**src/rtl/fifo_pkt_pkg.sv**
```systemverilog
// Shared packet framing definitions for the FIFO packet writer and reader.
// Header layout: LEN at [LEN_W-1:0], SEQ at [LEN_W+7:LEN_W], MAGIC at [LEN_W+15:LEN_W+8].
package fifo_pkt_pkg;

  typedef enum logic [1:0] {
    IDLE  = 2'd0,
    HDR   = 2'd1,
    DATA  = 2'd2,
    TRAIL = 2'd3
  } pkt_state_t;

  localparam logic [7:0] MAGIC_DEFAULT = 8'hA5;
  localparam int         LEN_LSB       = 0;

  function automatic int seq_lsb(input int len_w);
    return len_w;
  endfunction

  function automatic int magic_lsb(input int len_w);
    return len_w + 8;
  endfunction

  // Returns a 64-bit container; callers truncate it to their FIFO width.
  function automatic logic [63:0] pack_hdr(input logic [7:0]  magic,
                                           input logic [7:0]  seq,
                                           input logic [63:0] len,
                                           input int          len_w);
    logic [63:0] mask;
    mask = (64'd1 << len_w) - 64'd1;
    return ({56'd0, magic} << magic_lsb(len_w)) |
           ({56'd0, seq} << seq_lsb(len_w)) |
           ((len & mask) << LEN_LSB);
  endfunction

endpackage

```
**src/rtl/fifo_pkt_writer.sv**
```systemverilog
// Write-domain packet framer: header, payload beats and XOR-checksum trailer
// pushed into the asy_fifo write port.
module fifo_pkt_writer
  import fifo_pkt_pkg::*;
#(
  parameter int         WIDTH = 32,
  parameter int         LEN_W = 16,
  parameter logic [7:0] MAGIC = MAGIC_DEFAULT
) (
  input  logic             wr_clk,
  input  logic             wr_rst_n,
  input  logic             cmd_valid,
  output logic             cmd_ready,
  input  logic [LEN_W-1:0] cmd_len,
  input  logic             in_valid,
  output logic             in_ready,
  input  logic [WIDTH-1:0] in_data,
  input  logic             fifo_full,
  output logic             wr_en,
  output logic [WIDTH-1:0] wr_data,
  output logic             busy,
  output logic             pkt_done,
  output logic [7:0]       seq,
  output logic [1:0]       dbg_state
);

  // Handshakes: a command transfers on cmd_valid & cmd_ready, a payload beat
  // on in_valid & in_ready; wr_en is only raised when fifo_full is low, so
  // every wr_en cycle is a committed FIFO write.
  pkt_state_t       state;
  logic [LEN_W-1:0] len_r;
  logic [LEN_W-1:0] beat_cnt;
  logic [WIDTH-1:0] csum;
  logic             beat_acc;

  assign beat_acc  = (state == DATA) && in_valid && !fifo_full;
  assign cmd_ready = (state == IDLE);
  assign busy      = (state != IDLE);
  assign dbg_state = state;

  always_ff @(posedge wr_clk or negedge wr_rst_n) begin
    if (!wr_rst_n) begin
      state    <= IDLE;
      seq      <= 8'd0;
      len_r    <= '0;
      beat_cnt <= '0;
      csum     <= '0;
      pkt_done <= 1'b0;
    end else begin
      pkt_done <= 1'b0;
      case (state)
        IDLE: begin
          if (cmd_valid) begin
            len_r    <= cmd_len;
            csum     <= '0;
            beat_cnt <= '0;
            state    <= HDR;
          end
        end
        HDR: begin
          if (!fifo_full) state <= (len_r == '0) ? TRAIL : DATA;
        end
        DATA: begin
          if (beat_acc) begin
            csum     <= csum ^ in_data;
            beat_cnt <= beat_cnt + LEN_W'(1);
            if (beat_cnt == len_r - LEN_W'(1)) state <= TRAIL;
          end
        end
        TRAIL: begin
          if (!fifo_full) begin
            pkt_done <= 1'b1;
            seq      <= seq + 8'd1;
            state    <= IDLE;
          end
        end
        default: state <= IDLE;
      endcase
    end
  end

  // Write port is combinational so a deasserting fifo_full is used the same cycle.
  always_comb begin
    wr_en    = 1'b0;
    in_ready = 1'b0;
    wr_data  = '0;
    case (state)
      HDR: begin
        wr_en   = !fifo_full;
        wr_data = WIDTH'(pack_hdr(MAGIC, seq, 64'(len_r), LEN_W));
      end
      DATA: begin
        in_ready = !fifo_full;
        wr_en    = in_valid && !fifo_full;
        wr_data  = in_data;
      end
      TRAIL: begin
        wr_en   = !fifo_full;
        wr_data = csum;
      end
      default: ;
    endcase
  end

endmodule

```
**config.mk**
```make
export PLATFORM = sky130hd
export DESIGN_NAME = fifo_pkt_writer
export DESIGN_NICKNAME = d
export VERILOG_FILES = /design/src/rtl/fifo_pkt_pkg.sv /design/src/rtl/fifo_pkt_writer.sv
export SDC_FILE = /design/constraint.sdc
export NUM_CORES = 1
export LEC_CHECK = 0
export CAP_MARGIN = 20
export CELL_PAD_IN_SITES_DETAIL_PLACEMENT = 1
export CELL_PAD_IN_SITES_GLOBAL_PLACEMENT = 1
export CORE_MARGIN = 8
export CORE_UTILIZATION = 42
export CTS_CLUSTER_DIAMETER = 80
export DETAILED_ROUTE_END_ITERATION = 12
export HOLD_SLACK_MARGIN = 0.12
export PLACE_DENSITY_LB_ADDON = 0.1
export REMOVE_ABC_BUFFERS = 1
export SYNTH_ARGS = -nofsm -noshare
export SYNTH_HDL_FRONTEND = slang
export SYNTH_SLANG_ARGS = --single-unit
```
**constraint.sdc**
```tcl
create_clock -name wr_clk -period 5.3 [get_ports wr_clk]
set_input_delay 0.53 -clock wr_clk [delete_from_list [all_inputs] [get_ports wr_clk]]
set_output_delay 0.53 -clock wr_clk [all_outputs]
set_load 0.05 [all_outputs]
```
* Word-level counts from Yosys, hierarchy flattened *
Index checks and enable logic that the tools add are counted.
W data, S select, Z words.

word-level totals
  output and inout bits = 47
  logic and storage cells = 52
  register bits = 75
  bits of input ports = 53

cells by class
  add/sub/neg operators = 3
  muxes and demuxes = 18
  equal/unequal tests = 9
  reduce and logical (&&, ||, !) cells = 13
  bitwise operators = 3

operator list
  operator                 count
  $pmux W32 S3             1
  $mux W32                 2
  $pmux W32 S2             1
  $mux W16                 2
  $or A32 B16 Y32          1
  $pmux W16 S2             1
  $xor A32 B32 Y32         1
  $add A16 B1 Y16 const B  1
  $eq A16 B16 Y1           1
  $logic_not A16 Y1        1
  $sub A16 B1 Y16 const B  1
  $mux W2                  5
  $add A8 B1 Y8 const B    1
  $ne A2 B2 Y1 const B     4
  $pmux W2 S4              1
  $reduce_and A5 Y1        1
  $eq A2 B2 Y1 const B     2
  $mux W1                  4
  $reduce_and A2 Y1        2
  $reduce_bool A2 Y1       2
  $logic_and A1 B1 Y1      3
  $reduce_and A3 Y1        1
  $eq A2 B1 Y1 const B     1
  $logic_not A2 Y1         1
  other kinds (5)          5

* Logic depth before layout (Yosys ltp) *
Gate-level depths: netlist of run 1.

  depth in word-level cells = 5
  gate-level depth with buffers = 10
  mapped depth without buffers = 8

* Worst setup path after synthesis of run 1 *
No wires, ideal clock.

  path kind = register to output
  from = register state[1], in the netlist dbg_state[1]
  to = output wr_en
  cell stages (with the launch flop) = 6
  setup slack = 1.854 ns
  data required time = 4.770 ns
  buffers on the path = 2
  data arrival time = 2.916 ns
  cells stage by stage = dfrtp_1 inv_1 ha_1 clkbuf_1 clkbuf_1 a211oi_1

between the ends
  longest elaborated chain between the ends = 3
  elaborated cells on any way between the ends = 5
  those cells by class = 3 x eq/ne; 1 x mux; 1 x reduce/logical

ends and longest elaborated chain
  what                                          RTL line               source
  start, declared                               fifo_pkt_writer.sv:30  pkt_state_t state;
  start signal, assigned                        fifo_pkt_writer.sv:61  if (!fifo_full) state <= (len_r == '0) ? TRAIL : DATA;
  $eq A2 B2 Y1 or $eq A2 B1 Y1 (tied branches)  fifo_pkt_writer.sv:87  case (state)
  $reduce_or A2 Y1 (no source line)             -
  $pmux W1 S2 (*)                               fifo_pkt_writer.sv:87
  end, declared                                 fifo_pkt_writer.sv:19  output logic wr_en,

Mark *: on every way between the ends. The rest lies on a longest branch, timed or not.

* Final worst setup path of run 1 *
  from = register state[0], in the netlist dbg_state[0]
  to = output wr_data[4]

between the ends
  longest elaborated chain between the ends = 2
  elaborated cells on any way between the ends = 4
  those cells by class = 3 x eq/ne; 1 x mux

ends and longest elaborated chain
  what                                          RTL line               source
  $eq A2 B2 Y1 or $eq A2 B1 Y1 (tied branches)  fifo_pkt_writer.sv:87
  $pmux W32 S3 (*)                              fifo_pkt_writer.sv:87
  end, declared                                 fifo_pkt_writer.sv:20  output logic [WIDTH-1:0] wr_data,

Marked as above.

==> results of run 1 <==
## Yosys cell counts (2+ instances only)
library cell  instances
xnor2_1              21
ha_1                  8
or4_4                 2
nand2_1              46
nand3_1              10
nor2b_1               6
nor3_1               12
dfrtp_1              75
mux2i_1              31
a21oi_1               7
nor4_1                5
nor2_1               56
and3_1                5
a22oi_1               9
a222oi_1             24
nand2b_1              3
o21a_1                2
a41oi_1               3
and2_1                2
a22o_1               32
mux2_2               23
and3b_1               2
and4_1                2
o21ai_0               6
nand4_1               3
buf_1                 5
xor2_1               18
buf_6                 3
inv_1                11
o21ai_1               3
nor3b_1               3
clkbuf_1             27
## metrics by stage
step,instances,utilization,hold slack (ps),power (uW),worst slack (ps)
floorplan,445,-,234,2660,527
global placement,689,0.527,507,3430,1890
detailed placement,690,0.530,521,3520,1810
CTS,706,0.548,366,3980,1410
global route,709,0.554,555,4220,1260
finish,709,0.554,533,3960,1450
## timing repair
action                                 CTS  global route
hold buffers                             0             1
endpoints found under the hold margin    0            22
buffers inserted                         0             0
## worst max-delay path by stage
stage | endpoint | cells past startpoint | start
after floorplan | beat_cnt[5] | 7 | dbg_state[1]
after global placement | wr_data[4] | 5 | dbg_state[1]
after detailed placement | wr_data[7] | 6 | dbg_state[0]
after CTS | wr_data[7] | 6 | dbg_state[0]
after global routing | wr_data[4] | 6 | dbg_state[0]
final | wr_data[4] | 6 | dbg_state[0]
## state kept, by name, summed over array words and instances (netlist names)
name       flops
seq            8
len_r         16
pkt_done       1
dbg_state      2
beat_cnt      16
csum          32
## layer usage
layer / vias to the layer above / share of wire / global-route usage
met3: 15 / 0.045 / 0.0461
met4: 0 / 0.014 / 0.0532
met2: 86 / 0.49 / 0.326
met5: - / 0 / 0
li1: 1927 / - / -
met1: 2082 / 0.45 / 0.240
## final cells by class
type / instances / area (sq um) / share of cell area
clock buffers: 13 / 179 / 0.0298
clock inverters: 3 / 20.0 / 0.00333
inverters: 11 / 41.3 / 0.00687
multi-input cells: 359 / 2600 / 0.432
flip-flops and latches: 75 / 1880 / 0.312
well taps: 140 / 175 / 0.0292
repair buffers: 108 / 1120 / 0.186
## power by group through the flow
stage	clock network [uW]	registers (uW)	logic, uW
after floorplan	0	1060	1590
after global placement	0	1030	2400
after detailed placement	0	1040	2470
after CTS	453	1040	2490
after global routing	476	1070	2670
final	439	1040	2490
## cells by family (layout without fill, tap and decap cells)
group / after synthesis / after routing / share of synthesized area
AO/OA/AOI/OAI: 94 / 94 / 0.167
XOR/XNOR: 39 / 39 / 0.0732
adder cells (fa/ha/maj): 8 / 8 / 0.0215
buffers and inverters: 48 / 135 / 0.0440
flip-flops: 75 / 75 / 0.402
multiplexers: 54 / 54 / 0.122
AND/OR/NAND/NOR: 164 / 164 / 0.170
## worst max-delay path: cells and delay by family, from the launching register on
kind                       cells  cell delay, ps
AOI/OAI and AO/OA              1             150
adders and majority gates      1             810
buffers and inverters          3            1380
DFF                            1             460
and+or+nand+nor                1             140
## cells in the final DEF (no fill, tap or decap), types with 2 or more instances in the layout
cell and instances:
nand3_1 10, a21oi_1 7, mux2_2 23, nand2_1 46, a222oi_1 24, mux2i_1 31, ha_1 7, clkdlybuf4s50_1 98
xor2_1 18, and4_1 2, nor3b_1 3, clkbuf_8 13, a22o_1 32, and2_1 2, a41oi_1 3, inv_1 11
nand4_1 3, buf_4 6, xnor2_1 21, o21ai_1 2, buf_16 3, clkinvlp_4 2, o21ai_0 6, nor4_1 5
nand2b_1 3, dfrtp_1 75, o21a_1 2, nor2_1 56, nor2b_1 6, a22oi_1 9, nor3_1 12, and3b_1 2
or4_4 2, and3_1 5
==> impl_metrics.py, run 1 <==
metrics = {
    "cts": {
        "tritoncts": "yes",
        "numCtsBuffers": 9,
        "root_buffer": "clkbuf_8",
        "cts.path.max_buffers": 2,
        "clkLatencyLatePin_ps": 350,
        "path_clk_slew_ps": 80,
        "cts_max_level": 3,
        "ctsResizeCount": 0,
        "clock-sinks": 75,
    },
    "power_and_ir_drop": {
        "p_seq_frac": 0.261,
        "swShare": 0.511,
        "clkPwrFrac": 0.111,
        "power.switching_uw": 2030,
        "vdd_ir_drop_max_uv": 368,
        "power_density_mw_per_mm2": 660,
        "leakagePower_uw": 0.00249,
        "p_comb_frac": 0.628,
        "p_int_uw": 1940,
    },
    "sta": {
        "hold_viol_final": 0,
        "timing.final.max_slew_violations": 0,
        "finClkSkew_ps": 5.90,
        "min_period_over_period": 0.727,
        "setup_viol": 0,
        "min_period_ps": 3850,
        "rsz0062_at_grt": "no",
        "relSlewSlack": 0.368,
        "finalSetupTns_ps": 0,
        "max_slew.worst_pin.slew_ps": 948,
        "max_freq_mhz": 260,
    },
    "cells_and_area": {
        "syn_to_final_growth_pct": 28.8,
        "final_nets": 625,
        "fill_cells": 1197,
        "drive_gt1_frac": 0.0984,
        "final_cell_area_sq_mm": 0.00601,
        "diodes": 0,
    },
    "synth": {
        "async_flop_share": 1.00,
        "yosys_most_used_dff": "dfrtp_1",
        "synth.yosys.seq_area_share": 0.402,
        "ys_warn_count": 0,
        "synth_cell_type_count": 49,
        "yosysTopAreaCell": "dfrtp_1",
        "synth_enable_flop_cells": 0,
        "yosys-top-cells-area": "dfrtp_1 40%, mux2i_1 6.7%, a22o_1 6.0%",
        "avgSynthCellArea_sq_um": 9.68,
        "syn-cell-area_sq_mm": 0.00467,
        "syn_inst": 482,
        "yosys.area.top_type_share": 0.402,
        "synth-seq-cells": 75,
    },
    "routing": {
        "drc_errors": 0,
        "wl_mm": 13.8,
        "vias": 4110,
        "drtIter0Drc": 354,
        "vias_per_cell": 5.80,
        "ant_nets": 0,
        "firstDrtPassIters": 5,
        "wl_per_cell_microns": 19.4,
    },
    "worst_hold_path": {
        "min_from": "seq[7]",
        "hold_path.class": "reg2reg",
        "holdPathStages": 1,
        "min_to": "seq[7]",
    },
    "critical_path": {
        "critPathCaptureType": "output port",
        "slowest_stage": "clkdlybuf4s50_1",
        "cp.arrival_ps": 3320,
        "rr_startpoint": "dbg_state[0]",
        "regToRegSetupSlack_ps": 2090,
        "max_stage_delay_ps": 820,
        "startpoint_type": "register",
        "crit_required_ps": 4770,
        "r2r_end": "csum[20]",
        "ff2ff_path_depth": 8,
        "criticalPathCategory": "reg2out",
        "cp_cell_sequence": "inv_1 > ha_2 > buf_4 > a222oi_1 > nor2_1 > clkdlybuf4s50_1",
        "critPathMaxFanout": 49,
    },
    "placement": {
        "dp.final_hpwl_mm": 9.96,
        "place_area_sq_mm": 0.00574,
        "gp_congestion": 0.833,
        "io_buffers": 99,
    },
    "global_routing": {
        "antenna_found_initial": 0,
        "grt_start_max_net_pins": 76,
        "grt_pass1_vias": 4434,
        "grt_usage": 0.193,
        "grt_pass1_wl_mm": 22.9,
        "overflow": 0,
    },
    "floorplanning": {
        "dieArea_sq_mm": 0.0147,
        "die_h_microns": 121,
        "start_util": 0.430,
        "die_w_microns": 121,
        "core-area_sq_mm": 0.0108,
        "rows": 38,
        "ios": 100,
    },
    "run_status": {
        "status": "completed",
    },
    "job": {
        "cap_viol_max_count": 0,
    },
}
(Power assumes the default switching activity.)
==> run 2, diff against run 1 <==
Settings changed: CORE_UTILIZATION 42 to 35.
Clock period 5.3 ns to 3.5 ns, I/O delays scaled along.
==> impl_metrics.py, run 2 (synthesized netlist as in run 1, its figures left out) <==
metrics = {
    "run_status": {
        "status": "completed",
    },
    "critical_path": {
        "cp.arrival_ps": 2580,
        "critPathMaxFanout": 55,
        "startpoint_type": "register",
        "crit_required_ps": 3150,
        "criticalPathCategory": "reg2out",
        "critPathCaptureType": "output port",
    },
    "power_and_ir_drop": {
        "p_int_uw": 3260,
        "vdd_ir_drop_max_uv": 483,
        "clkPwrFrac": 0.181,
        "leakagePower_uw": 0.00263,
        "p_comb_frac": 0.573,
        "power.switching_uw": 3120,
        "p_seq_frac": 0.247,
        "swShare": 0.489,
        "power_density_mw_per_mm2": 1040,
    },
    "global_routing": {
        "overflow": 0,
        "grt_pass1_vias": 4512,
        "grt_start_max_net_pins": 76,
        "antenna_found_initial": 0,
        "grt_usage": 0.166,
        "grt_pass1_wl_mm": 23.6,
    },
    "routing": {
        "ant_nets": 0,
        "drtIter0Drc": 302,
        "firstDrtPassIters": 6,
        "drc_errors": 0,
        "wl_mm": 14.1,
        "vias_per_cell": 5.48,
        "vias": 4096,
        "wl_per_cell_microns": 18.8,
    },
    "cts": {
        "cts.path.max_buffers": 2,
        "clock-sinks": 75,
        "clkLatencyLatePin_ps": 340,
        "numCtsBuffers": 9,
        "root_buffer": "clkbuf_16",
        "path_clk_slew_ps": 60,
        "cts_max_level": 3,
        "cts_setup_buffers": 0,
        "tritoncts": "yes",
    },
    "cells_and_area": {
        "syn_to_final_growth_pct": 31.2,
        "largest_reg_flops": 32,
        "fin_cells": 748,
        "most-common-layout-cells": "75 x dfrtp_1, 65 x clkdlybuf4s50_1, 56 x nor2_1, 46 x nand2_1, 44 x buf_4",
        "final_nets": 628,
        "final_common_cell": "dfrtp_1",
        "diodes": 0,
        "drive_gt1_frac": 0.159,
        "largest-register": "csum",
        "largestRegisters": "csum: 32 flops, beat_cnt: 16 flops, len_r: 16 flops",
    },
    "floorplanning": {
        "die_w_microns": 131,
        "ios": 100,
        "core-area_sq_mm": 0.0131,
        "start_util": 0.355,
        "rows": 42,
        "dieArea_sq_mm": 0.0173,
        "die_h_microns": 131,
    },
    "job": {
        "cap_viol_max_count": 0,
    },
    "sta": {
        "finalSetupTns_ps": 0,
        "max_freq_mhz": 342,
        "min_period_ps": 2930,
        "min_period_over_period": 0.837,
        "rsz0062_at_grt": "no",
        "hold_viol_final": 0,
        "max_slew.worst_pin.slew_ps": 818,
        "finClkSkew_ps": 5.55,
        "setup_viol": 0,
        "timing.final.max_slew_violations": 0,
        "relSlewSlack": 0.452,
    },
    "placement": {
        "dp.cells": 730,
        "gp_congestion": 0.806,
        "dp.final_hpwl_mm": 10.2,
        "io_buffers": 99,
    },
    "worst_hold_path": {
        "hold_path.class": "in2async",
    },
}
## run 2: layer usage
metal,part of all wire,global-route usage,wire (microns)
met5,0,0,0
met4,0.012,0.0472,162
met3,0.045,0.0373,635
met2,0.49,0.278,6930
met1,0.45,0.209,6350
## run 2: what timing repair did
| action | CTS | global route |
|---|---|---|
| setup endpoints to repair | 0 | 0 |
| resized for setup | 0 | 0 |
| hold buffers | 0 | 1 |
| hold endpoints to repair | 0 | 31 |
## run 2: power by group through the flow
| stage | Clock [uW] | Combinational, uW | Sequential (uW) |
|---|---|---|---|
| after floorplan | 0 | 2410 | 1610 |
| after global placement | 0 | 3640 | 1570 |
| after detailed placement | 0 | 3700 | 1580 |
| after CTS | 1180 | 3710 | 1570 |
| after global routing | 1210 | 3950 | 1630 |
| final | 1150 | 3660 | 1570 |
## run 2: layout make-up
class / count / area, sq um
multi-input cells: 359 / 2600
clock inverters: 6 / 138
repair buffers: 111 / 1020
flip-flops and latches: 75 / 1880
well taps: 176 / 220
fillers: 1519 / 7020
inverters: 11 / 41.3
clock buffers: 10 / 229
## run 2: worst paths after layout
| check | from | end | depth (start not counted) | slack (ps) |
|---|---|---|---|---|
| setup / recovery | dbg_state[0] | wr_data[29] | 6 | 570 |
| hold reg to reg | seq[5] | seq[5] | 1 | 530 |
| max in group asynchronous | wr_rst_n | dbg_state[1] | 3 | 2430 |
| setup reg to reg | dbg_state[1] | dbg_state[1] | 9 | 850 |
| hold / removal | wr_rst_n | csum[7] | 2 | 500 |
| min in group wr_clk | seq[5] | seq[5] | 1 | 530 |
## run 2: worst max-delay path, stage by stage (launching register included)
cell and delay, ps:
dfrtp_1 470, inv_1 140, ha_2 430, buf_4 580, a22oi_1 180, a21oi_1 190, buf_4 220
## run 2: through the flow
step / utilization / hold slack, ps / power [uW] / cell area [sq um] / setup slack, ps
2_1_floorplan: - / 54.4 / 4020 / 4500 / -1270
3_3_place_gp: 0.435 / 518 / 5210 / 5720 / 866
3_5_place_dp: 0.435 / 513 / 5290 / 5720 / 808
4_1_cts: 0.463 / 226 / 6460 / 6080 / 543
5_1_grt: 0.466 / 538 / 6780 / 6120 / 378
6_report: 0.466 / 499 / 6380 / 6120 / 572
==> run 3, diff against run 2 <==
Settings changed: CORE_UTILIZATION 35 to 39.
Clock period 3.5 ns to 2.8 ns, I/O delays scaled along.
==> impl_metrics.py, run 3 (synthesized netlist as in run 1, its figures left out) <==
metrics = {
    "run_status": {
        "status": "completed",
    },
    "power_and_ir_drop": {
        "power_density_mw_per_mm2": 1370,
        "power.switching_uw": 4130,
        "p_comb_frac": 0.619,
        "p_seq_frac": 0.220,
        "total_power_uw": 8910,
        "swShare": 0.463,
        "vdd_ir_drop_max_uv": 783,
        "leakagePower_uw": 0.00274,
        "clkPwrFrac": 0.162,
        "p_int_uw": 4780,
    },
    "global_routing": {
        "grt_pass1_wl_mm": 24.9,
        "grt_pass1_vias": 4689,
        "overflow": 0,
        "antenna_found_initial": 0,
        "grt_usage": 0.196,
        "grt_start_max_net_pins": 76,
    },
    "cts": {
        "numCtsBuffers": 9,
        "cts_max_level": 3,
        "cts.path.max_buffers": 2,
        "ctsResizeCount": 0,
        "path_clk_slew_ps": 60,
        "root_buffer": "clkbuf_16",
        "clock-sinks": 75,
        "cts_setup_buffers": 0,
        "clkLatencyLatePin_ps": 340,
        "cts_hold_buf": 0,
        "tritoncts": "yes",
    },
    "routing": {
        "wl_mm": 14.7,
        "vias": 4210,
        "wl_per_cell_microns": 20.5,
        "drtIter0Drc": 340,
        "drc_errors": 0,
        "firstDrtPassIters": 5,
        "ant_nets": 0,
        "vias_per_cell": 5.86,
    },
    "sta": {
        "max_freq_mhz": 378,
        "rsz0062_at_grt": "no",
        "hold_viol_final": 0,
        "finClkSkew_ps": 3.38,
        "max_slew.worst_pin.slew_ps": 987,
        "setup_viol": 0,
        "min_period_ps": 2650,
        "relSlewSlack": 0.342,
        "min_period_over_period": 0.945,
        "timing.final.max_slew_violations": 0,
    },
    "cells_and_area": {
        "fin_util": 0.547,
        "most-common-layout-cells": "75 x dfrtp_1, 62 x clkdlybuf4s50_1, 56 x nor2_1, 46 x nand2_1, 35 x buf_12",
        "largest_reg_flops": 32,
        "syn_to_final_growth_pct": 39.1,
        "largestRegisters": "csum: 32 flops, beat_cnt: 16 flops, len_r: 16 flops",
        "final_cell_area_sq_mm": 0.00649,
        "final-seq-area_sq_mm": 0.00188,
        "fill_cells": 1265,
        "multi_input_area_sq_mm": 0.00260,
        "diodes": 0,
        "drive_gt1_frac": 0.168,
        "final_common_cell": "dfrtp_1",
        "final_nets": 628,
        "largest-register": "csum",
    },
    "placement": {
        "place_area_sq_mm": 0.00613,
        "gp_congestion": 0.908,
        "io_buffers": 99,
        "dp.final_hpwl_mm": 10.5,
    },
    "critical_path": {
        "cp.arrival_ps": 2370,
        "startpoint_type": "register",
        "critPathCaptureType": "output port",
        "crit_required_ps": 2520,
        "critPathMaxFanout": 14,
        "criticalPathCategory": "reg2out",
    },
    "floorplanning": {
        "ios": 100,
        "dieArea_sq_mm": 0.0157,
        "core-area_sq_mm": 0.0119,
        "rows": 40,
        "die_w_microns": 125,
        "start_util": 0.393,
        "die_h_microns": 125,
    },
    "job": {
        "cap_viol_max_count": 0,
    },
    "worst_hold_path": {
        "hold_path.class": "in2async",
    },
}
run 3: cell types whose count changed in the layout (fill, tap and decap cells not counted), sizes merged:
cell | before | now
clkdlybuf4s50 | 65 | 62
clkinvlp | 0 | 2
clkbuf | 10 | 9
buf | 45 | 49
dlygate4sd3 | 1 | 0
clkinv | 2 | 1
run 3: area by class of cell:
type | count | share of cell area
flip-flops and latches | 75 | 0.289
well taps | 147 | 0.0283
repair buffers | 111 | 0.220
clock inverters | 7 | 0.0216
multi-input cells | 359 | 0.400
clock buffers | 9 | 0.0347
inverters | 11 | 0.00636
run 3: power groups by stage:
| stage | registers, uW | clock network, uW | logic (uW) |
|---|---|---|---|
| 3_5_place_dp | 1960 | 0 | 5540 |
| 2_1_floorplan | 2010 | 0 | 3020 |
| 5_1_grt | 2020 | 1500 | 5870 |
| 4_1_cts | 1950 | 1470 | 5560 |
| 3_3_place_gp | 1930 | 0 | 5420 |
| 6_report | 1960 | 1440 | 5510 |
run 3: path summary, 6_finish.rpt:
path | start | endpoint | slack [ps] | cells past startpoint
worst max-delay path | dbg_state[1] | wr_data[2] | 150 | 6
worst min-delay path | wr_rst_n | csum[5] | 110 | 1
worst max register to register | len_r[0] | dbg_state[1] | 250 | 8
worst min register to register | seq[7] | seq[7] | 540 | 1
max in group asynchronous | wr_rst_n | len_r[8] | 2080 | 1
min in group wr_clk | seq[7] | seq[7] | 540 | 1
run 3: routing by layer:
metal | track usage | vias up | wire length [microns]
li1 | - | 1933 | -
met4 | 0.0501 | 0 | 167
met2 | 0.331 | 100 | 7440
met5 | 0 | - | 0
met1 | 0.232 | 2161 | 6200
met3 | 0.0697 | 16 | 931
run 3: worst max-delay path, cell delays in order, from the launching register on:
cell and delay [ps]:
dfrtp_1 410, inv_1 120, ha_1 590, buf_4 340, a222oi_1 110, nor2_1 270
buf_12 180
run 3: through the flow:
stage / std cells / setup TNS (ps) / hold slack (ps) / setup WS [ps]
2_1_floorplan: 445 / -101080 / -15.6 / -1970
3_3_place_gp: 703 / 0 / 503 / 366
3_5_place_dp: 703 / 0 / 507 / 280
4_1_cts: 719 / 0 / 139 / 179
5_1_grt: 719 / 0 / 175 / 17.1
6_report: 719 / 0 / 107 / 154
